$ cat src/rtl/pll_seq_pkg.sv
// Shared definitions for the PLL supervisor / reset sequencer: state encoding
// and a helper used to size the shared timer.
package pll_seq_pkg;

    localparam int STATE_W = 3;

    typedef enum logic [STATE_W-1:0] {
        ST_PLL_RST   = 3'd0,
        ST_WAIT_LOCK = 3'd1,
        ST_STABLE    = 3'd2,
        ST_RELEASE   = 3'd3,
        ST_RUN       = 3'd4
    } state_e;

    function automatic int max4(input int a, input int b, input int c, input int d);
        int m;
        m = a;
        if (b > m) m = b;
        if (c > m) m = c;
        if (d > m) m = d;
        return m;
    endfunction

endpackage

$ cat src/rtl/lock_sync.sv
// Two-flop synchronizer bringing the asynchronous PLL LOCKED into the
// oscillator domain; resets to "not locked".
module lock_sync (
    input  logic clk,
    input  logic rst_n,
    input  logic d_i,
    output logic q_o
);

    logic meta_q;
    logic sync_q;

    always_ff @(posedge clk or negedge rst_n) begin
        if (!rst_n) begin
            meta_q <= 1'b0;
            sync_q <= 1'b0;
        end else begin
            meta_q <= d_i;
            sync_q <= meta_q;
        end
    end

    assign q_o = sync_q;

endmodule

$ cat src/rtl/pll_reset_sequencer.sv
// PLL supervisor: pulses the PLL reset, waits for a stable lock, then releases
// the domain resets one after another; retries on timeout, restarts on loss.
module pll_reset_sequencer
    import pll_seq_pkg::*;
#(
    parameter int N_OUT          = 3,
    parameter int PLL_RST_CYCLES = 16,
    parameter int LOCK_TIMEOUT   = 65536,
    parameter int LOCK_STABLE    = 64,
    parameter int STAGE_DELAY    = 256,
    parameter int CNT_W          = 8
) (
    input  logic               clk,
    input  logic               glbl_rst_n,
    input  logic               pll_lock,
    input  logic               force_rst,
    output logic               pll_rst,
    output logic [N_OUT-1:0]   dom_rst,
    output logic               ready,
    output logic [STATE_W-1:0] state,
    output logic [CNT_W-1:0]   lock_loss_cnt,
    output logic [CNT_W-1:0]   timeout_cnt
);

    localparam int TMR_W = $clog2(max4(PLL_RST_CYCLES, LOCK_TIMEOUT, LOCK_STABLE, STAGE_DELAY));
    localparam int STG_W = (N_OUT > 1) ? $clog2(N_OUT) : 1;
    localparam logic [CNT_W-1:0] CNT_MAX = '1;

    logic             lock_s;
    state_e           state_q, state_d;
    logic [TMR_W-1:0] timer_q, timer_d;
    logic [STG_W-1:0] stage_q, stage_d;
    logic             pll_rst_q, pll_rst_d;
    logic [N_OUT-1:0] dom_rst_q, dom_rst_d;
    logic             ready_q, ready_d;
    logic [CNT_W-1:0] loss_cnt_q, loss_cnt_d;
    logic [CNT_W-1:0] to_cnt_q, to_cnt_d;
    logic             restart;

    lock_sync u_lock_sync (
        .clk   (clk),
        .rst_n (glbl_rst_n),
        .d_i   (pll_lock),
        .q_o   (lock_s)
    );

    always_comb begin
        state_d    = state_q;
        timer_d    = timer_q;
        stage_d    = stage_q;
        pll_rst_d  = pll_rst_q;
        dom_rst_d  = dom_rst_q;
        ready_d    = ready_q;
        loss_cnt_d = loss_cnt_q;
        to_cnt_d   = to_cnt_q;
        restart    = force_rst;

        // force_rst bypasses the state logic entirely, so no counter can move.
        if (!force_rst) begin
            case (state_q)
                ST_PLL_RST: begin
                    if (timer_q == TMR_W'(PLL_RST_CYCLES - 1)) begin
                        state_d   = ST_WAIT_LOCK;
                        timer_d   = '0;
                        pll_rst_d = 1'b0;
                    end else begin
                        timer_d = timer_q + TMR_W'(1);
                    end
                end
                ST_WAIT_LOCK: begin
                    if (lock_s) begin
                        state_d = ST_STABLE;
                        timer_d = '0;
                    end else if (timer_q == TMR_W'(LOCK_TIMEOUT - 1)) begin
                        if (to_cnt_q != CNT_MAX) to_cnt_d = to_cnt_q + CNT_W'(1);
                        restart = 1'b1;
                    end else begin
                        timer_d = timer_q + TMR_W'(1);
                    end
                end
                ST_STABLE: begin
                    if (!lock_s) begin
                        state_d = ST_WAIT_LOCK;
                        timer_d = '0;
                    end else if (timer_q == TMR_W'(LOCK_STABLE - 1)) begin
                        state_d = ST_RELEASE;
                        timer_d = '0;
                        stage_d = '0;
                    end else begin
                        timer_d = timer_q + TMR_W'(1);
                    end
                end
                ST_RELEASE: begin
                    if (!lock_s) begin
                        if (loss_cnt_q != CNT_MAX) loss_cnt_d = loss_cnt_q + CNT_W'(1);
                        restart = 1'b1;
                    end else if (timer_q == TMR_W'(STAGE_DELAY - 1)) begin
                        // Timer wraps per stage; stage_q selects the next bit to drop.
                        timer_d            = '0;
                        dom_rst_d[stage_q] = 1'b0;
                        stage_d            = stage_q + STG_W'(1);
                        if (stage_q == STG_W'(N_OUT - 1)) begin
                            state_d = ST_RUN;
                            ready_d = 1'b1;
                        end
                    end else begin
                        timer_d = timer_q + TMR_W'(1);
                    end
                end
                ST_RUN: begin
                    if (!lock_s) begin
                        if (loss_cnt_q != CNT_MAX) loss_cnt_d = loss_cnt_q + CNT_W'(1);
                        restart = 1'b1;
                    end
                end
                default: restart = 1'b1;
            endcase
        end

        if (restart) begin
            state_d   = ST_PLL_RST;
            timer_d   = '0;
            stage_d   = '0;
            pll_rst_d = 1'b1;
            dom_rst_d = '1;
            ready_d   = 1'b0;
        end
    end

    always_ff @(posedge clk or negedge glbl_rst_n) begin
        if (!glbl_rst_n) begin
            state_q    <= ST_PLL_RST;
            timer_q    <= '0;
            stage_q    <= '0;
            pll_rst_q  <= 1'b1;
            dom_rst_q  <= '1;
            ready_q    <= 1'b0;
            loss_cnt_q <= '0;
            to_cnt_q   <= '0;
        end else begin
            state_q    <= state_d;
            timer_q    <= timer_d;
            stage_q    <= stage_d;
            pll_rst_q  <= pll_rst_d;
            dom_rst_q  <= dom_rst_d;
            ready_q    <= ready_d;
            loss_cnt_q <= loss_cnt_d;
            to_cnt_q   <= to_cnt_d;
        end
    end

    assign pll_rst       = pll_rst_q;
    assign dom_rst       = dom_rst_q;
    assign ready         = ready_q;
    assign state         = state_q;
    assign lock_loss_cnt = loss_cnt_q;
    assign timeout_cnt   = to_cnt_q;

endmodule

$ cat config.mk
export PLATFORM = sky130hd
export DESIGN_NAME = pll_reset_sequencer
export DESIGN_NICKNAME = d
export VERILOG_FILES = /design/src/rtl/pll_seq_pkg.sv /design/src/rtl/lock_sync.sv /design/src/rtl/pll_reset_sequencer.sv
export SDC_FILE = /design/constraint.sdc
export NUM_CORES = 1
export LEC_CHECK = 0
export ABC_AREA = 0
export CORE_ASPECT_RATIO = 0.9
export CORE_MARGIN = 2
export CORE_UTILIZATION = 25
export CTS_BUF_LIST = sky130_fd_sc_hd__clkbuf_8
export CTS_CLUSTER_DIAMETER = 200
export DETAILED_ROUTE_END_ITERATION = 10
export PLACE_DENSITY = 0.52
export SKIP_LAST_GASP = 1
export SLEW_MARGIN = 5
export SYNTH_ARGS = -nofsm -noshare
export SYNTH_HDL_FRONTEND = slang
export SYNTH_SLANG_ARGS = --single-unit
$ cat constraint.sdc
create_clock -name clk -period 2.5 [get_ports clk]
set_input_delay 0.625 -clock clk [delete_from_list [all_inputs] [get_ports clk]]
set_output_delay 0.625 -clock clk [all_outputs]
set_load 0.005 [all_outputs]
==> results.toml, run 1 <==
[cells_and_area]
utilization_pct = 32.4
diodes = 0
nFillCells = 940
seq_area_um2 = 1110
mostFrequentLayoutCells = "dfrtp_1, clkdlybuf4s50_1, nor2_1"
area_growth_pct = 27.3
final_common_cell = "dfrtp_1"
drive_gt1_share_pct = 15.3
fin_nets = 284
fin_area_um2 = 2930
multi_input_area_um2 = 1120

[sta]
slew_viol_final = 0
finalCritPeriodShare_pct = 92.9
rsz0062_at_grt = "false"
tightest_slew_ps = 514
period_needed_ps = 2320
max_freq_mhz = 431
clock_skew_ps = 8.54
setup_tns_ps = 0
max_slew_margin_pct = 65.8
setup-violations-final = 0
hold_viol = 0

[power_and_ir_drop]
combPwrFrac_pct = 4.2
leakage_uw = 0.00123
power.total_uw = 1320
p_int_uw = 1030
p_switching_uw = 285
pwr-share-clk_pct = 40.6
power.density_nw_per_um2 = 450
peakVddDrop_mv = 0.196
swShare_pct = 21.6
power_frac_seq_pct = 55.2

[clocking]
cts_buffers = 5
path_clk_slew_ps = 80
clock_path_buffers = 2
insertion_delay_ps = 300
cts.sinks = 44
ctsRootBufferMaster = "clkbuf_8"
tritoncts = "yes"
h-tree-depth = 2

[placed_design]
hpwl_um = 3730
placed_area_um2 = 2810
gp_congestion = 0.768
portBuffers = 27

[drt]
wl_per_cell_um = 12.3
avgViaCountPerCell = 4.60
antenna_left = 0
drt_wl_total_um = 4890
vias = 1826
first_pass_iters = 6
route.detailed.drc = 0
drtIter0Drc = 81

[setup_path]
slowest_stage = "or4_4"
path_cells = "ha_1 > nand3_4 > or4_4 > nor4_4 > and4_4 > nand3_2 > xnor2_1"
worstPathArrival_ps = 2510
path_max_fanout = 6
crit_cells = 7
worstPathRequired_ps = 2690
path_delay_family = "simple AND/OR/NAND/NOR gates"
critPathKind = "register to register"
critical_path_buf_inv_count = 0
r2r_cells = 7
slowest_delay_ps = 540
start_kind = "register"
endpoint_kind = "register"

[logic_synthesis]
synth_edf_count = 0
ys.flop_type = "dfrtp_1"
synth_area_um2 = 2300
syn_avg_cell_area_um2 = 9.95
ys_types = 51
async_flop_share_pct = 100
synthesis.instances = 231
synth-seq-area-share_pct = 48.1
ys_seq_elements = 44
syn_nets = 241
ys_warn_count = 0

[floorplan]
dieArea_um2 = 9980
fp.dieH_um = 95.0
io_pins = 28
die_w_um = 105
core_area_um2 = 9040
row_count = 33
start_util_pct = 25.4

[global_route]
antenna_found_initial = 0
overflow = 0
grt_pass1_wl_um = 8430
grt_usage_pct = 10.6
grt_max_degree = 25
grt_pass1_vias = 1743

[min_path]
worstHoldPathType = "primary input to asynchronous set/reset pin"

[run_status]
status = "finished, final reports clean"

[run]
maxCapViolCount = 0
-- worst register-to-register path, delay by kind of cell (launching register included) --
kind                     cells  cell delay, ps
adder cells (fa/ha/maj)      1             250
AND/OR/NAND/NOR              5            1460
XOR/XNOR                     1             130
flip-flops                   1             390
-- per-stage QoR --
| stage | hold slack, ps | worst slack (ps) | cells |
|---|---|---|---|
| 2_1_floorplan | 329 | 307 | 231 |
| 3_3_place_gp | 335 | 185 | 389 |
| 3_5_place_dp | 338 | 181 | 389 |
| 5_1_grt | 324 | 13.1 | 397 |
| 6_report | 286 | 178 | 397 |
| 4_1_cts | 302 | 170 | 397 |
-- layout make-up --
cell class                      instances  area share (%)
Timing Repair Buffer                   41            13.1
Clock inverter                          3            1.33
Clock buffer                            5            2.35
Multi-Input combinational cell        168            38.4
Inverter                               14            1.80
Tap cell                              122            5.22
Sequential cell                        44            37.8
-- sequential cells by signal, summed over array words and instances (netlist names) --
signal              count
u_lock_sync.q_o         1
timer_q                16
dom_rst                 3
u_lock_sync.meta_q      1
timeout_cnt             8
pll_rst                 1
lock_loss_cnt           8
ready                   1
stage_q                 2
state                   3
-- timing repair --
action                     4_1_cts  5_1_grt
resized for setup                0        1
setup buffers                    0        0
setup endpoints to repair        0        7
hold buffers                     0        0
-- cells in the mapped netlist, types with 3 or more instances --
cell type | count | area (um2)
dfrtp_1 | 40 | 1000
nor2_1 | 22 | 82.6
nand2_1 | 21 | 78.8
inv_1 | 13 | 48.8
nand3_1 | 13 | 65.1
nand4_1 | 12 | 75.1
xnor2_1 | 12 | 105
xor2_1 | 9 | 78.8
and3_1 | 6 | 37.5
ha_1 | 6 | 75.1
nor3_1 | 6 | 30.0
a21oi_1 | 5 | 25.0
o21ai_0 | 5 | 25.0
a31oi_1 | 4 | 25.0
dfstp_2 | 4 | 105
mux2i_1 | 4 | 40.0
o22ai_1 | 4 | 25.0
clkbuf_1 | 3 | 11.3
nor4_1 | 3 | 18.8
-- power by group through the flow --
stage	combinational, uW	sequential, uW	clock, uW
final	55.3	727	536
after global routing	64.0	729	580
after CTS	57.8	727	555
after detailed placement	57.6	741	0
after global placement	57.1	741	0
after floorplan	21.0	739	0
-- cell families after synthesis --
group | synth area share (%)
buffers and inverters | 3.21
XOR/XNOR | 8.00
adder cells (fa/ha/maj) | 3.27
AO/OA/AOI/OAI | 7.46
AND/OR/NAND/NOR | 27.2
multiplexers | 2.72
flip-flops | 48.1
-- worst paths after layout --
check / end / from / slack [ps]
worst min-delay path: lock_loss_cnt[3] / glbl_rst_n / 290
worst min register to register: u_lock_sync.q_o / u_lock_sync.meta_q / 360
max in group asynchronous: timer_q[6] / glbl_rst_n / 1700
worst max register to register: timeout_cnt[5] / timer_q[0] / 180
min in group clk: u_lock_sync.q_o / u_lock_sync.meta_q / 360
worst max-delay path: timeout_cnt[5] / timer_q[0] / 180
-- layer usage --
metal  GRT usage, %  vias up  part of all wire [%]
met3           2.69        5                   5.2
met1           14.0      862                    49
li1               -      910                     -
met2           16.9       49                    45
met4           4.11        0                   1.3
met5              0        -                     0
Note: power is estimated with default switching activity, not from simulation.
==> inputs of run 2 (changes only) <==
==> constraint.sdc (replaced) <==
create_clock -name clk -period 2.4 [get_ports clk]
set_input_delay 0.6 -clock clk [delete_from_list [all_inputs] [get_ports clk]]
set_output_delay 0.6 -clock clk [all_outputs]
set_load 0.005 [all_outputs]
==> results.toml, run 2 (same netlist as run 1, synthesis figures left out) <==
[global_route]
grt_pass1_vias = 1830
grt_pass1_wl_um = 8620
grt_usage_pct = 10.9
overflow = 0
antenna_found_initial = 0
grt_max_degree = 27

[setup_path]
path_delay_family = "simple AND/OR/NAND/NOR gates"
start_kind = "register"
slowest_delay_ps = 540
critical_path_buf_inv_count = 1
worstPathRequired_ps = 2600
critPathKind = "register to register"
path_cells = "ha_1 > nand3_4 > or4_4 > nor4_4 > buf_4 > mux2_2"
worstPathArrival_ps = 2400
slowest_stage = "or4_4"
endpoint_kind = "register"
path_max_fanout = 5

[sta]
slew_viol_final = 0
max_slew_margin_pct = 67.9
max_freq_mhz = 454
clock_skew_ps = 8.81
tightest_slew_ps = 481
period_needed_ps = 2200
setup_tns_ps = 0
rsz0062_at_grt = "false"
setup-violations-final = 0
finalCritPeriodShare_pct = 91.7
worst_slack_ps = 198
hold_viol = 0

[clocking]
tritoncts = "yes"
cts_hold_buffers = 0
cts_buffers = 5
insertion_delay_ps = 300
cts_setup_buffers = 0
ctsRootBufferMaster = "clkbuf_8"
path_clk_slew_ps = 90
clock_path_buffers = 2
cts.sinks = 44
h-tree-depth = 2
cts_resized = 0

[placed_design]
portBuffers = 27
placed_area_um2 = 2850
dp_cells = 394
gp_congestion = 0.782
hpwl_um = 3760
preCtsSetupSlack_ps = 110

[cells_and_area]
drive_gt1_share_pct = 16.8
final_common_cell = "dfrtp_1"
regMostFlops = "timer_q"
largest_reg_flops = 16
fin_area_um2 = 2970
final_cell_count_no_fill = 402
diodes = 0
area_growth_pct = 29.0
nFillCells = 920
fin_nets = 289
mostFrequentLayoutCells = "dfrtp_1, clkdlybuf4s50_1, nor2_1"

[floorplan]
io_pins = 28
dieArea_um2 = 9980
die_w_um = 105
row_count = 33
fp.dieH_um = 95.0
core_area_um2 = 9040
start_util_pct = 25.4

[drt]
dr_wl_met3_um = 170
antenna_left = 0
wl_per_cell_um = 12.2
drt_wl_total_um = 4920
top_layer = "met4"
drt-met1-wl_um = 2490
avgViaCountPerCell = 4.51
wl_met2_um = 2210
drtIter0Drc = 49
first_pass_iters = 4
vias = 1812
route.detailed.drc = 0

[power_and_ir_drop]
power.density_nw_per_um2 = 474
power_frac_seq_pct = 53.9
p_switching_uw = 319
swShare_pct = 22.7
power.total_uw = 1410
combPwrFrac_pct = 4.3
leakage_uw = 0.00124
peakVddDrop_mv = 0.234
p_int_uw = 1090
pwr-share-clk_pct = 41.8

[run]
maxCapViolCount = 0

[run_status]
status = "finished, final reports clean"

[min_path]
worstHoldPathType = "primary input to asynchronous set/reset pin"
-- run 2: changes by cell type in the layout (fill, tap and decap cells not counted), sizes merged --
cell / delta
clkinv: -1
buf: +5
clkinvlp: +1
-- run 2: path summary, 6_finish.rpt --
path                               startpoint          endpoint  slack, ps  cells past startpoint
min reg2reg                u_lock_sync.meta_q   u_lock_sync.q_o        360                      0
max in group asynchronous          glbl_rst_n        timer_q[0]       1650                      2
max reg2reg                        timer_q[0]    timeout_cnt[1]        200                      6
min                                glbl_rst_n  lock_loss_cnt[2]        250                      1
max                                timer_q[0]    timeout_cnt[1]        200                      6
min in group clk           u_lock_sync.meta_q   u_lock_sync.q_o        360                      0
-- run 2: cell type report --
| cell class | count | area (um2) | share of cell area, % |
|---|---|---|---|
| clock buffers | 5 | 68.8 | 2.32 |
| clock inverters | 3 | 46.3 | 1.56 |
| inverters | 14 | 52.6 | 1.77 |
| multi-input cells | 168 | 1120 | 37.7 |
| flip-flops and latches | 44 | 1110 | 37.3 |
| well taps | 122 | 153 | 5.15 |
| repair buffers | 46 | 420 | 14.2 |
-- run 2: per-stage QoR --
| stage | hold WS, ps | util (%) |
|---|---|---|
| after floorplan | 304 | - |
| after global placement | 337 | 31.5 |
| after detailed placement | 337 | 31.5 |
| after CTS | 253 | 32.8 |
| after global routing | 276 | 32.8 |
| final | 248 | 32.8 |
-- run 2: power by group through the flow --
stage / clock (uW) / combinational (uW) / sequential (uW)
after floorplan: 0 / 21.8 / 770
after global placement: 0 / 61.9 / 772
after detailed placement: 0 / 62.6 / 772
after CTS: 619 / 62.6 / 758
after global routing: 647 / 69.6 / 759
final: 588 / 60.3 / 757
-- run 2: metal layers --
| layer | GRT usage [%] | vias to the layer above |
|---|---|---|
| met5 | 0 | - |
| met4 | 3.89 | 0 |
| met3 | 2.62 | 4 |
| met2 | 17.6 | 29 |
| met1 | 14.2 | 860 |
| li1 | - | 919 |
